## config.mk

```make
export PLATFORM = sky130hd
export DESIGN_NAME = fetch_unit
export DESIGN_NICKNAME = d
export VERILOG_FILES = /design/src/rtl/fetch_unit.sv
export SDC_FILE = /design/constraint.sdc
export NUM_CORES = 1
export LEC_CHECK = 0
export ABC_AREA = 1
export BUFFER_PORTS_ARGS = -buffer_cell sky130_fd_sc_hd__buf_2
export CAP_MARGIN = 20
export CORE_MARGIN = 2
export CORE_UTILIZATION = 42
export CTS_CLUSTER_SIZE = 40
export DETAILED_ROUTE_END_ITERATION = 16
export GPL_TIMING_DRIVEN = 0
export PLACE_DENSITY_LB_ADDON = 0.05
export SLEW_MARGIN = 20
export SYNTH_ARGS = -nofsm -noshare
export SYNTH_HDL_FRONTEND = slang
export SYNTH_SLANG_ARGS = --single-unit
```

## constraint.sdc

```tcl
create_clock -name clk -period 1.8 [get_ports clk]
set_clock_uncertainty 0.05 [all_clocks]
set_input_delay 0.18 -clock clk [delete_from_list [all_inputs] [get_ports clk]]
set_output_delay 0.18 -clock clk [all_outputs]
set_load 0.02 [all_outputs]
```

## src/rtl/fetch_unit.sv

```systemverilog
// Instruction fetch: owns the PC, drives the synchronous ROM and feeds the decoder one word per cycle.
// Jumps and interrupt entry cost one bubble; stall freezes the PC state and shows NOP to the decoder.
module fetch_unit #(
  parameter logic [10:0] RESET_VECTOR = 11'h000,
  parameter logic [10:0] IRQ_VECTOR   = 11'h010,
  parameter logic [23:0] NOP_WORD     = 24'h000000
) (
  input  logic        clk,
  input  logic        rst_n,
  output logic [10:0] rom_addr,
  input  logic [23:0] rom_q,
  output logic [23:0] rom_data,
  output logic [10:0] rom_pc,
  input  logic        rom_jump_enable,
  input  logic [10:0] rom_jump_data,
  input  logic        stall,
  input  logic        irq,
  input  logic        interrupt_clear_status,
  output logic        irq_push_enable,
  output logic [10:0] irq_push_data,
  output logic        in_isr
);

  logic [10:0] fetch_pc;
  logic [10:0] exec_pc;
  logic        exec_valid;
  logic        irq_take;

  // irq_take deliberately ignores rom_jump_enable: the decoder derives that from rom_data.
  assign irq_take        = irq & ~in_isr & exec_valid & ~stall;
  assign rom_addr        = fetch_pc;
  assign rom_pc          = exec_pc;
  assign rom_data        = (~exec_valid | stall | irq_take) ? NOP_WORD : rom_q;
  assign irq_push_enable = irq_take;
  assign irq_push_data   = irq_take ? exec_pc : 11'h000;

  always_ff @(posedge clk or negedge rst_n) begin
    if (!rst_n) begin
      fetch_pc   <= RESET_VECTOR;
      exec_pc    <= 11'h000;
      exec_valid <= 1'b0;
      in_isr     <= 1'b0;
    end else begin
      if (interrupt_clear_status) begin
        in_isr <= 1'b0;
      end else if (irq_take) begin
        in_isr <= 1'b1;
      end

      if (!stall) begin
        exec_pc <= fetch_pc;
        if (irq_take) begin
          fetch_pc   <= IRQ_VECTOR;
          exec_valid <= 1'b0;
        end else if (rom_jump_enable && exec_valid) begin
          fetch_pc   <= rom_jump_data;
          exec_valid <= 1'b0;
        end else begin
          fetch_pc   <= fetch_pc + 11'd1;
          exec_valid <= 1'b1;
        end
      end
    end
  end

endmodule

```

==> results.sh, run 1 <==
export IMPL_gp_congestion=0.808
export IMPL_highest_clock_rate_mhz=582
export IMPL_die_area_mm2=0.00414
export IMPL_dpl_hpwl_um=3230
export IMPL_antenna_cells_inserted=0
export IMPL_grt_first_pass_wirelength_um=7090
export IMPL_drt_first_iter_violations=60
export IMPL_synthesis_yosys_warnings=0
export IMPL_timing_max_cap_violations=0
export IMPL_ant_nets=0
export IMPL_worstSetupStartpointType="register"
export IMPL_total_leakage_power_nw=1.40
export IMPL_setup_viol_count_final=0
export IMPL_synth_compound_area_share_pct=8.60
export IMPL_tightest_slew_ns=0.571
export IMPL_min_period_over_period_pct=95.5
export IMPL_largest_family_of_logic_cells_by_synthesized_area="simple AND/OR/NAND/NOR gates"
export IMPL_route_detailed_vias_per_inst=4.46
export IMPL_power_ir_vdd_worst_uv=422
export IMPL_tritoncts="done"
export IMPL_timing_final_ws_setup_ns=0.0810
export IMPL_placement_rows=21
export IMPL_clock_sink_count=24
export IMPL_routed_wl_um=4430
export IMPL_synthDistinctLibCells=18
export IMPL_detailedRoute_firstPassIterationCount=4
export IMPL_layout_min_cycle_time_ns=1.72
export IMPL_floorplan_io_pins=100
export IMPL_synth_enable_flop_cells=0
export IMPL_num_nets_final=393
export IMPL_seq_area_frac_synth_pct=39.3
export IMPL_syn_avg_cell_area_um2=6.37
export IMPL_finalMaxSlewViolations=0
export IMPL_synth_simple_gate_area_share_pct=33.5
export IMPL_worst_hold_path_num_cells=2
export IMPL_worst_skew_pair_late_latency_ns=0.31
export IMPL_placement_io_buffers=98
export IMPL_timing_max_slew_rel_slack_pct=62.0
export IMPL_worst_setup_path_end_kind="output pin"
export IMPL_floorplan_die_width_um=64.3
export IMPL_hold_worst_slack_ns=0.0423
export IMPL_floorplan_die_height_um=64.3
export IMPL_post_dp_cell_area_mm2=0.00208
export IMPL_first_global_vias=1538
export IMPL_area_of_the_mapped_netlist_mm2=0.00153
export IMPL_postSynthCellCount=240
export IMPL_post_route_cells_drive_above_1_share_pct=35.1
export IMPL_dpl_worst_slack_ns=0.279
export IMPL_wl_per_cell_um=11.2
export IMPL_final_number_of_hold_violating_endpoints=0
export IMPL_grt_max_degree=25
export IMPL_clk_pin_slew_ns=0.13
export IMPL_route_detailed_drc=0
export IMPL_status="completed"
export IMPL_synth_seq_cells=24
export IMPL_stdcell_count=396
export IMPL_initial_antenna_violation_count=0
export IMPL_ctsRootBufferMaster="sky130_fd_sc_hd__clkbuf_4"
export IMPL_postLayoutCoreUtil_pct=65.2
export IMPL_timing_critical_path_arrival_ns=1.49
export IMPL_post_place_cells=384
export IMPL_routed_via_count=1768
export IMPL_buffer_levels_on_the_longest_clock_path=2
export IMPL_yosys_most_used_dff="sky130_fd_sc_hd__dfrtp_1"
export IMPL_cp_required_ns=1.57
export IMPL_coreArea_mm2=0.00342
export IMPL_reg2reg_depth=8
export IMPL_start_util_pct=44.7
export IMPL_synth_fp_nets=282
export IMPL_synthToLayoutAreaGrowth_pct=45.8
export IMPL_power_density_cell_area_mw_per_mm2=833
export IMPL_hold_path_class="input pin to register"
export IMPL_globalRouteTotalUtil_pct=21.2
export IMPL_setup_tns_final_ns=0
export IMPL_fin_area_mm2=0.00223
export IMPL_grt_setup_unrepaired="no"
export IMPL_critPathMaxFanout=6
export IMPL_synthXorXnorAreaFrac_pct=0.573
export IMPL_asyncSetResetFlopFracSynth_pct=100
export IMPL_synth_adder_area_share_pct=0.819
export IMPL_critical_path_class="register to output pin"
export IMPL_ctsHtreeMaxLevel=1
export IMPL_globalRoute_totalOverflow=0
export IMPL_post_layout_total_power_mw=1.86
export IMPL_synth_area_mux_share_pct=0
export IMPL_cts_inserted_buffers=3
## final timing paths
| check | startpoint | endpoint | slack [ns] |
|---|---|---|---|
| worst max-delay path | exec_valid | rom_data[12] | 0.08 |
| worst min-delay path | stall | rom_pc[0] | 0.04 |
| worst max register to register | rom_addr[0] | rom_addr[10] | 0.35 |
| worst min register to register | rom_pc[5] | rom_pc[5] | 0.48 |
| max in group asynchronous | rst_n | exec_valid | 0.97 |
| min in group asynchronous | rst_n | rom_addr[4] | 0.32 |
## cell usage after synthesis, types with 2 or more instances
cell / count / share of area, %
sky130_fd_sc_hd__nor2_1: 60 / 15
sky130_fd_sc_hd__nand2_1: 52 / 13
sky130_fd_sc_hd__inv_1: 51 / 13
sky130_fd_sc_hd__dfrtp_1: 24 / 39
sky130_fd_sc_hd__o21ai_0: 21 / 6.9
sky130_fd_sc_hd__nand3_1: 11 / 3.6
sky130_fd_sc_hd__a21oi_1: 4 / 1.3
sky130_fd_sc_hd__buf_6: 4 / 2.9
sky130_fd_sc_hd__clkbuf_1: 3 / 0.74
sky130_fd_sc_hd__nand2_2: 2 / 0.82
## routing by layer
metal / global-route usage, % / vias to the layer above / share of wire (%)
met2: 36.1 / 64 / 48
met3: 3.35 / 2 / 7.2
met4: 5.59 / 0 / 0.52
met1: 28.0 / 772 / 45
li1: - / 930 / -
met5: 0 / - / 0
## area by class of cell
| cell class | count | area, µm² |
|---|---|---|
| Multi-Input combinational cell | 155 | 689 |
| Tap cell | 46 | 57.6 |
| Fill cell | 342 | 1190 |
| Buffer | 8 | 62.6 |
| Timing Repair Buffer | 106 | 576 |
| Sequential cell | 24 | 602 |
| Clock buffer | 4 | 36.3 |
| Inverter | 53 | 204 |
## power by group
group | internal (mW) | switching, mW | leakage (nW) | total (mW)
Sequential | 0.649 | 0.115 | 0.299 | 0.764
Combinational | 0.293 | 0.515 | 1.08 | 0.808
Clock | 0.123 | 0.161 | 0.0210 | 0.284
## kinds of logic (layout without fill, tap and decap cells)
kind of cell	Yosys count	in the layout
compound gates	26	26
xor+xnor	1	1
fa+ha+maj	1	1
buf+inv	61	171
flops	24	24
simple gates	127	127
## critical path, stage by stage, from the launching register on
cell and delay (ns):
sky130_fd_sc_hd__dfrtp_2 0.45, sky130_fd_sc_hd__nand4_4 0.12, sky130_fd_sc_hd__nand2_4 0.07, sky130_fd_sc_hd__inv_4 0.09, sky130_fd_sc_hd__nand2_8 0.07, sky130_fd_sc_hd__buf_6 0.13, sky130_fd_sc_hd__nor2_1 0.08, sky130_fd_sc_hd__buf_2 0.17
## timing repair
action / in CTS / in global routing
hold endpoints to repair: 25 / 0
setup buffers: 1 / 3
endpoints found under the setup margin: 30 / 30
resized for setup: 2 / 17
pin swaps: 0 / 3
hold buffers: 2 / 0
gates cloned: 0 / 2
## registers in the layout (all words and copies together), names as in the netlist
register    flops
exec_valid      1
in_isr          1
rom_addr       11
rom_pc         11
## cell usage in the layout, fill, tap and decap left out
cell type	count
sky130_fd_sc_hd__nand3_1	11
sky130_fd_sc_hd__nand4_4	1
sky130_fd_sc_hd__dfrtp_2	1
sky130_fd_sc_hd__o21ai_0	21
sky130_fd_sc_hd__inv_2	1
sky130_fd_sc_hd__nand2_8	1
sky130_fd_sc_hd__nand2_1	52
sky130_fd_sc_hd__a21oi_1	4
sky130_fd_sc_hd__nor2_2	1
sky130_fd_sc_hd__nand2_4	1
sky130_fd_sc_hd__clkbuf_1	2
sky130_fd_sc_hd__nand2_2	1
sky130_fd_sc_hd__buf_2	95
sky130_fd_sc_hd__ha_1	1
sky130_fd_sc_hd__clkbuf_4	3
sky130_fd_sc_hd__buf_4	9
sky130_fd_sc_hd__inv_4	2
sky130_fd_sc_hd__dlygate4sd3_1	2
sky130_fd_sc_hd__o22ai_1	1
sky130_fd_sc_hd__xor2_1	1
sky130_fd_sc_hd__inv_1	50
sky130_fd_sc_hd__dfrtp_1	23
sky130_fd_sc_hd__clkbuf_8	1
sky130_fd_sc_hd__nor2_1	59
sky130_fd_sc_hd__buf_6	6
No activity file was read; power rests on OpenSTA's default activity.
==> run 2: changes to the inputs <==
--- a/config.mk
+++ b/config.mk
@@ -11,4 +11,5 @@
 export CORE_MARGIN = 2
 export CORE_UTILIZATION = 42
+export CTS_CLUSTER_DIAMETER = 80
 export CTS_CLUSTER_SIZE = 40
 export DETAILED_ROUTE_END_ITERATION = 16
==> constraint.sdc (replaced) <==
create_clock -name clk -period 1.8 [get_ports clk]
set_clock_uncertainty 0.05 [all_clocks]
set_input_delay 0.27 -clock clk [delete_from_list [all_inputs] [get_ports clk]]
set_output_delay 0.27 -clock clk [all_outputs]
set_load 0.02 [all_outputs]
==> run 2 against run 1 <==
The run now ends with setup timing left. Register-to-register slack about the same. Utilization rose by 5.8 points. Non-clock buffer count grew 3. Cell count grew 0.76%. Fmax decreased by 6.1%. Global-route usage increased by 0.56 points. Highest routed layer unchanged. First-iteration DRC count fell by 13%. Power grew 3.5%.
==> results.sh, run 2 (synthesis results as in run 1) <==
export IMPL_worstSetupStartpointType="register"
export IMPL_post_route_cells_drive_above_1_share_pct=40.5
export IMPL_timing_max_slew_rel_slack_pct=61.6
export IMPL_finalMaxSlewViolations=0
export IMPL_max_stage_delay_ns=0.45
export IMPL_timing_final_ws_setup_ns=-0.0311
export IMPL_fill_cells=286
export IMPL_crit_chain="nand4_4 -> nand2_2 -> inv_2 -> nand2_4 -> buf_8 -> nor2_1 -> buf_4"
export IMPL_setup_viol_count_final=15
export IMPL_globalRouteTotalUtil_pct=21.8
export IMPL_coreArea_mm2=0.00342
export IMPL_grt_first_pass_wirelength_um=7270
export IMPL_slowest_stage="sky130_fd_sc_hd__dfrtp_2"
export IMPL_clk_pin_slew_ns=0.13
export IMPL_tightest_slew_ns=0.575
export IMPL_worst_hold_path_num_cells=2
export IMPL_num_nets_final=396
export IMPL_timing_hold_worst_start="interrupt_clear_status"
export IMPL_reg2reg_depth=8
export IMPL_timing_rr_end="rom_addr[10]"
export IMPL_critical_path_reg2reg_startpoint="rom_addr[0]"
export IMPL_postLayoutCoreUtil_pct=71.0
export IMPL_commonest_non_fill_non_tap_cell_in_the_layout="sky130_fd_sc_hd__buf_2"
export IMPL_ctsHtreeMaxLevel=1
export IMPL_post_dp_cell_area_mm2=0.00208
export IMPL_placement_rows=21
export IMPL_timing_critical_path_arrival_ns=1.51
export IMPL_detailedRoute_firstPassIterationCount=4
export IMPL_gp_congestion=0.808
export IMPL_setup_tns_final_ns=-0.188
export IMPL_route_detailed_drc=0
export IMPL_violations="setup timing"
export IMPL_cp_required_ns=1.48
export IMPL_first_global_vias=1586
export IMPL_routed_wl_um=4720
export IMPL_power_density_cell_area_mw_per_mm2=792
export IMPL_crit_family="flip-flops"
export IMPL_antenna_cells_inserted=0
export IMPL_layout_min_cycle_time_ns=1.83
export IMPL_floorplan_die_width_um=64.3
export IMPL_floorplan_die_height_um=64.3
export IMPL_buffer_levels_on_the_longest_clock_path=2
export IMPL_power_ir_vdd_worst_uv=423
export IMPL_worst_skew_pair_late_latency_ns=0.31
export IMPL_placement_io_buffers=98
export IMPL_start_util_pct=44.7
export IMPL_wl_per_cell_um=11.8
export IMPL_dpl_hpwl_um=3230
export IMPL_highest_clock_rate_mhz=546
export IMPL_total_leakage_power_nw=1.44
export IMPL_route_detailed_vias_per_inst=4.51
export IMPL_grt_max_degree=25
export IMPL_floorplan_io_pins=100
export IMPL_layout_common_cells="sky130_fd_sc_hd__buf_2 (76), sky130_fd_sc_hd__nand2_1 (52), sky130_fd_sc_hd__inv_1 (50)"
export IMPL_worst_setup_path_end_kind="output pin"
export IMPL_timing_max_cap_violations=0
export IMPL_initial_antenna_violation_count=0
export IMPL_min_period_over_period_pct=102
export IMPL_final_number_of_hold_violating_endpoints=0
export IMPL_drt_first_iter_violations=52
export IMPL_fin_area_mm2=0.00242
export IMPL_status="complete, but fails checks"
export IMPL_clock_sink_count=24
export IMPL_cts_inserted_buffers=3
export IMPL_path_depth=7
export IMPL_globalRoute_totalOverflow=0
export IMPL_critPathBufInv=3
export IMPL_die_area_mm2=0.00414
export IMPL_synthToLayoutAreaGrowth_pct=58.6
export IMPL_critPathMaxFanout=5
export IMPL_crit_path_end="rom_data[5]"
export IMPL_timing_critical_path_from="exec_valid"
export IMPL_worst_r2r_setup_slack_ns=0.36
export IMPL_hold_path_class="input pin to register"
export IMPL_critical_path_class="register to output pin"
export IMPL_tritoncts="done"
export IMPL_routed_via_count=1799
export IMPL_ant_nets=0
export IMPL_ctsRootBufferMaster="sky130_fd_sc_hd__clkbuf_4"
export IMPL_grt_setup_unrepaired="yes"
[run 2: cell types whose count changed in the layout (fill, tap and decap cells not counted), moves of 4 or more]
cell	previous run	this run
sky130_fd_sc_hd__nor2_1	59	43
sky130_fd_sc_hd__nor2_4	0	4
sky130_fd_sc_hd__nor2_2	1	13
sky130_fd_sc_hd__buf_6	6	22
sky130_fd_sc_hd__buf_4	9	14
sky130_fd_sc_hd__buf_2	95	76
[run 2: worst min path at each step]
| stage | endpoint | slack [ns] |
|---|---|---|
| 2_1_floorplan | exec_valid | -0.08 |
| 3_3_place_gp | rom_pc[4] | 0.24 |
| 3_5_place_dp | rom_addr[4] | 0.24 |
| 4_1_cts | in_isr | 0.03 |
| 5_1_grt | in_isr | 0.02 |
| 6_report | in_isr | 0.04 |
[run 2: area by class of cell]
cell class | instances | area, µm² | share of cell area, %
timing repair buffer | 109 | 724 | 29.9
buffer | 8 | 66.3 | 2.74
tap | 46 | 57.6 | 2.37
sequential | 24 | 602 | 24.8
clock buffer | 4 | 36.3 | 1.50
multi-input combinational | 155 | 736 | 30.4
inverter | 53 | 201 | 8.31
[run 2: timing repair]
item,4_1_cts,5_1_grt
buffers inserted,6,2
resized for setup,22,49
hold buffers,1,0
endpoints found under the setup margin,34,34
pin swaps,3,2
cloned,1,1
endpoints found under the hold margin,24,0
[run 2: per-stage QoR]
step | instances | hold slack, ns | worst slack [ns] | power, mW
2_1_floorplan | 240 | -0.0756 | 0.196 | 1.25
3_3_place_gp | 384 | 0.238 | 0.196 | 1.53
3_5_place_dp | 384 | 0.244 | 0.189 | 1.54
4_1_cts | 396 | 0.0286 | -0.00411 | 1.86
5_1_grt | 399 | 0.0244 | -0.121 | 2.07
6_report | 399 | 0.0370 | -0.0311 | 1.92
[run 2: layer usage]
metal,vias up,track usage [%],share of wire (%)
li1,935,-,-
met3,2,3.70,7.6
met2,65,38.0,47
met4,0,5.59,0.49
met1,797,27.7,45
met5,-,0,0
[run 2: where the power goes]
part / internal, mW / leakage (nW) / switching (mW) / total, mW
logic: 0.338 / 1.12 / 0.537 / 0.875
clock network: 0.123 / 0.0210 / 0.158 / 0.282
registers: 0.649 / 0.299 / 0.114 / 0.764
